==> src/rtl/pmem_arbiter.sv <==
// rtl/pmem_arbiter.sv - round-robin arbiter sharing one physical-memory line port between I-cache and D-cache
module pmem_arbiter #(
    parameter int s_line = 256,
    parameter int s_addr = 32
) (
    input  logic              clk,
    input  logic              rst,

    input  logic              i_pmem_read,
    input  logic              i_pmem_write,
    input  logic [s_addr-1:0] i_pmem_addr,
    input  logic [s_line-1:0] i_pmem_wdata,
    output logic [s_line-1:0] i_pmem_rdata,
    output logic              i_pmem_resp,

    input  logic              d_pmem_read,
    input  logic              d_pmem_write,
    input  logic [s_addr-1:0] d_pmem_addr,
    input  logic [s_line-1:0] d_pmem_wdata,
    output logic [s_line-1:0] d_pmem_rdata,
    output logic              d_pmem_resp,

    output logic              pmem_read,
    output logic              pmem_write,
    output logic [s_addr-1:0] pmem_address,
    output logic [s_line-1:0] pmem_wdata,
    input  logic [s_line-1:0] pmem_rdata,
    input  logic              pmem_resp
);

    typedef enum logic [1:0] {
        IDLE    = 2'd0,
        GRANT_I = 2'd1,
        GRANT_D = 2'd2
    } state_t;

    state_t            r_state;
    logic              r_last_d;
    logic              r_pmem_read;
    logic              r_pmem_write;
    logic [s_addr-1:0] r_pmem_address;
    logic [s_line-1:0] r_pmem_wdata;

    logic w_req_i;
    logic w_req_d;
    logic w_pick_i;

    assign w_req_i  = i_pmem_read | i_pmem_write;
    assign w_req_d  = d_pmem_read | d_pmem_write;
    // On a tie the requester that was not served last time wins.
    assign w_pick_i = w_req_i & (~w_req_d | r_last_d);

    always_ff @(posedge clk or negedge rst) begin
        if (!rst) begin
            r_state        <= IDLE;
            r_last_d       <= 1'b1;
            r_pmem_read    <= 1'b0;
            r_pmem_write   <= 1'b0;
            r_pmem_address <= '0;
            r_pmem_wdata   <= '0;
        end else begin
            case (r_state)
                IDLE: begin
                    if (w_pick_i) begin
                        r_state        <= GRANT_I;
                        r_last_d       <= 1'b0;
                        r_pmem_write   <= i_pmem_write;
                        r_pmem_read    <= i_pmem_read & ~i_pmem_write;
                        r_pmem_address <= i_pmem_addr;
                        r_pmem_wdata   <= i_pmem_wdata;
                    end else if (w_req_d) begin
                        r_state        <= GRANT_D;
                        r_last_d       <= 1'b1;
                        r_pmem_write   <= d_pmem_write;
                        r_pmem_read    <= d_pmem_read & ~d_pmem_write;
                        r_pmem_address <= d_pmem_addr;
                        r_pmem_wdata   <= d_pmem_wdata;
                    end
                end
                GRANT_I, GRANT_D: begin
                    if (pmem_resp) begin
                        r_state      <= IDLE;
                        r_pmem_read  <= 1'b0;
                        r_pmem_write <= 1'b0;
                    end
                end
                default: r_state <= IDLE;
            endcase
        end
    end

    assign pmem_read    = r_pmem_read;
    assign pmem_write   = r_pmem_write;
    assign pmem_address = r_pmem_address;
    assign pmem_wdata   = r_pmem_wdata;

    assign i_pmem_rdata = pmem_rdata;
    assign d_pmem_rdata = pmem_rdata;
    assign i_pmem_resp  = (r_state == GRANT_I) & pmem_resp;
    assign d_pmem_resp  = (r_state == GRANT_D) & pmem_resp;

endmodule
==> config.mk <==
export PLATFORM = sky130hd
export DESIGN_NAME = pmem_arbiter
export DESIGN_NICKNAME = d
export VERILOG_FILES = /design/src/rtl/pmem_arbiter.sv
export SDC_FILE = /design/constraint.sdc
export NUM_CORES = 1
export LEC_CHECK = 0
export ABC_AREA = 1
export CAP_MARGIN = 20
export CELL_PAD_IN_SITES_DETAIL_PLACEMENT = 0
export CELL_PAD_IN_SITES_GLOBAL_PLACEMENT = 1
export CORE_AREA = 5 5 639 641
export CTS_CLUSTER_DIAMETER = 60
export CTS_CLUSTER_SIZE = 10
export DETAILED_ROUTE_END_ITERATION = 16
export DIE_AREA = 0 0 644 646
export PLACE_DENSITY = 0.33
export SYNTH_ARGS = -nofsm -noshare
export SYNTH_HDL_FRONTEND = slang
export SYNTH_SLANG_ARGS = --single-unit
==> constraint.sdc <==
create_clock -name clk -period 3.87 [get_ports clk]
set_input_delay 0.5805 -clock clk [delete_from_list [all_inputs] [get_ports clk]]
set_output_delay 0.5805 -clock clk [all_outputs]
set_load 0.03 [all_outputs]
==> impl_metrics.yaml <==
run_status:
  outcome: "complete, no violations"
route:
  drtIter0Drc: 847
  vias: 19100
  viasPerCell: 2.28
  final_antenna_net_count: 0
  drt_wl_total_mm: 228
  wire_per_inst_um: 27.1
  first_pass_iters: 5
  drcViolationCount: 0
sta:
  min_period_ns: 2.96
  finalHoldViolCount: 0
  worst_pin_slew_ns: 1.12
  fmax_ghz: 0.338
  hold_ws_ns: 0.364
  rsz0062_at_grt: "false"
  drv_slew: 0
  setup_viol: 0
  finalSetupTns_ns: 0
  skew_ns: 0.0770
  slew_headroom: 0.253
  timing.final.crit_share: 0.765
place:
  dp_hpwl_mm: 202
  port_buffers: 874
  gp_congestion: 0.739
power_and_ir_drop:
  p_switching_mw: 15.0
  p_leak_nw: 13.4
  power.density_nw_per_um2: 884
  swShare: 0.514
  irDropWorstVdd_mv: 0.726
  clkPwrFrac: 0.247
  comb_power_share: 0.553
  seq_power_share: 0.200
  internal-power_mw: 14.2
final_layout:
  post-route-util: 0.0823
  fillCellCount: 47300
  multi_input_area_um2: 6090
  seq_area_um2: 7330
  synthToLayoutAreaGrowth_pct: 74.7
  drive_gt1_frac: 0.0569
  final_nets: 3899
logic_synthesis:
  yosysSeqAreaShare: 0.388
  syn_nets: 3552
  synthTopCellsByArea: "dfrtp_1 39%, buf_4 21%, nand2_1 19%"
  synth_top_area_share: 0.386
  syn_area_um2: 18900
  syn_inst: 2710
  yosysTopAreaCell: "dfrtp_1"
  ys_types: 20
  ys_seq_elements: 293
  syn_area_per_cell_um2: 6.98
  ys.warnings.count: 0
critical_path:
  reg2reg_from: "r_state[0]"
  endpoint_kind: "output port"
  rr_endpoint: "pmem_wdata[87]"
  arrival_ns: 2.38
  crit_fanout: 2
  crit_type: "reg -> out"
  critPathBufInv: 1
  critPathMaxStageDelay_ns: 1.18
  ff2ff_setup_slack_ns: 1.78
  crit_family: "buffers and inverters"
  critPathLaunchType: "flop"
  crit_chain: "clkdlybuf4s50_1"
  slowest_stage: "clkdlybuf4s50_1"
  r2r_cells: 7
  cp.required_ns: 3.29
grt:
  grt_overflow: 0
  antenna_found_initial: 113
  grt_usage: 0.105
  grt_max_degree: 129
  grt_pass1_wl_mm: 275
  grt_pass1_vias: 20400
clocking:
  h-tree-depth: 3
  clk_pin_slew_ns: 0.06
  ctsLongestPathBuffers: 4
  clock-root-buffer: "clkbuf_16"
  cts_sinks: 293
  cts-resized-gates: 0
  cts_tree: "yes"
  cts_made_buffers: 76
  clk_latency_ns: 0.82
min_path:
  min_path_type: "in -> async"
die:
  fp.coreArea_um2: 402000
  die-width_um: 644
  dieArea_um2: 416000
  io_pins: 1643
  initial_core_util: 0.0471
  fp-row-count: 233
  die_h_um: 646
run:
  max_cap_viol_count: 0
per-stage QoR:
| step | power [mW] | instances | area, um^2 | worst slack [ns] |
|---|---|---|---|---|
| finish | 29.2 | 8413 | 33100 | 0.909 |
| global route | 31.7 | 8402 | 33000 | 0.718 |
| CTS | 30.9 | 8400 | 33000 | 0.735 |
| detailed placement | 23.2 | 8265 | 30300 | 1.02 |
| global placement | 23.3 | 8265 | 30300 | 1.04 |
| floorplan | 13.7 | 2710 | 18900 | 2.24 |
worst reg2reg max path, stage by stage, from the launching register on:
cell,delay (ns)
dfrtp_1,0.39
inv_1,0.09
ha_1,0.32
nand2_8,0.13
inv_8,0.38
buf_12,0.45
nand2_1,0.12
o21ai_1,0.14
Yosys cell counts:
library cell and instances:
dfrtp_1 292, clkbuf_1 20, o21ai_2 1, inv_1 265, or2_2 1, nand3_1 35
o211ai_1 1, dfstp_2 1, buf_4 523, buf_2 97, o21ai_1 258, ha_1 3
o21ai_0 1, inv_2 2, a21oi_1 2, nand2_1 945, nand2_2 1, nor2_1 259
buf_6 2, nor2_2 1
area by class of cell:
class / count / area share
Clock buffer: 83 / 0.0595
Inverter: 267 / 0.0305
Timing Repair Buffer: 911 / 0.280
Tap cell: 5287 / 0.200
Multi-Input combinational cell: 1508 / 0.184
Clock inverter: 51 / 0.0225
Sequential cell: 293 / 0.222
Antenna cell: 13 / 0.000984
layer usage:
layer,vias up,track usage,part of all wire
met3,427,0.0919,0.19
met1,8874,0.0911,0.30
li1,8363,-,-
met5,-,0.00892,0.0033
met2,1428,0.177,0.47
met4,52,0.0331,0.038
timing repair:
item	CTS	global route
setup buffers	0	0
endpoints found under the hold margin	53	0
hold buffers	1	0
cell families (layout without fill, tap and decap cells):
group / after synthesis / after routing / share of synthesized area
buf+inv: 909 / 1312 / 0.291
flops: 293 / 293 / 0.388
other cells: 0 / 13 / 0
fa+ha+maj: 3 / 3 / 0.00198
simple gates: 1242 / 1242 / 0.249
compound gates: 263 / 263 / 0.0699
registers in the layout, indices dropped and copies added, names as in the netlist:
name / cells
pmem_address: 32
pmem_write: 1
r_state: 2
pmem_wdata: 256
r_last_d: 1
pmem_read: 1
placed cells by master (no fill, tap or decap), drive strengths merged:
master / instances
nand2: 946
clkdlybuf4s50: 872
dfrtp: 292
inv: 283
nor2: 260
o21ai: 260
clkbuf: 83
buf: 38
nand3: 35
bufinv: 15
clkinv: 15
diode: 13
clkinvlp: 5
ha: 3
a21oi: 2
or2: 1
o211ai: 1
dlygate4sd3: 1
dfstp: 1
power groups by stage:
stage / registers, mW / logic [mW] / clock network, mW
after floorplan: 8.56 / 5.14 / 0
after global placement: 5.93 / 17.3 / 0
after detailed placement: 5.95 / 17.3 / 0
after CTS: 5.94 / 17.3 / 7.66
after global routing: 6.08 / 17.9 / 7.69
final: 5.84 / 16.2 / 7.22
worst max-delay path by stage:
stage	start	to	slack, ns	cells after the start
6_report	pmem_wdata[66]	pmem_wdata[66]	0.91	1
5_1_grt	pmem_wdata[66]	pmem_wdata[66]	0.72	1
3_3_place_gp	i_pmem_write	pmem_wdata[119]	1.04	9
2_1_floorplan	d_pmem_write	pmem_address[10]	2.24	9
3_5_place_dp	i_pmem_write	pmem_wdata[119]	1.02	9
4_1_cts	pmem_wdata[111]	pmem_wdata[111]	0.74	1
Power figures use the tool's default switching activity.
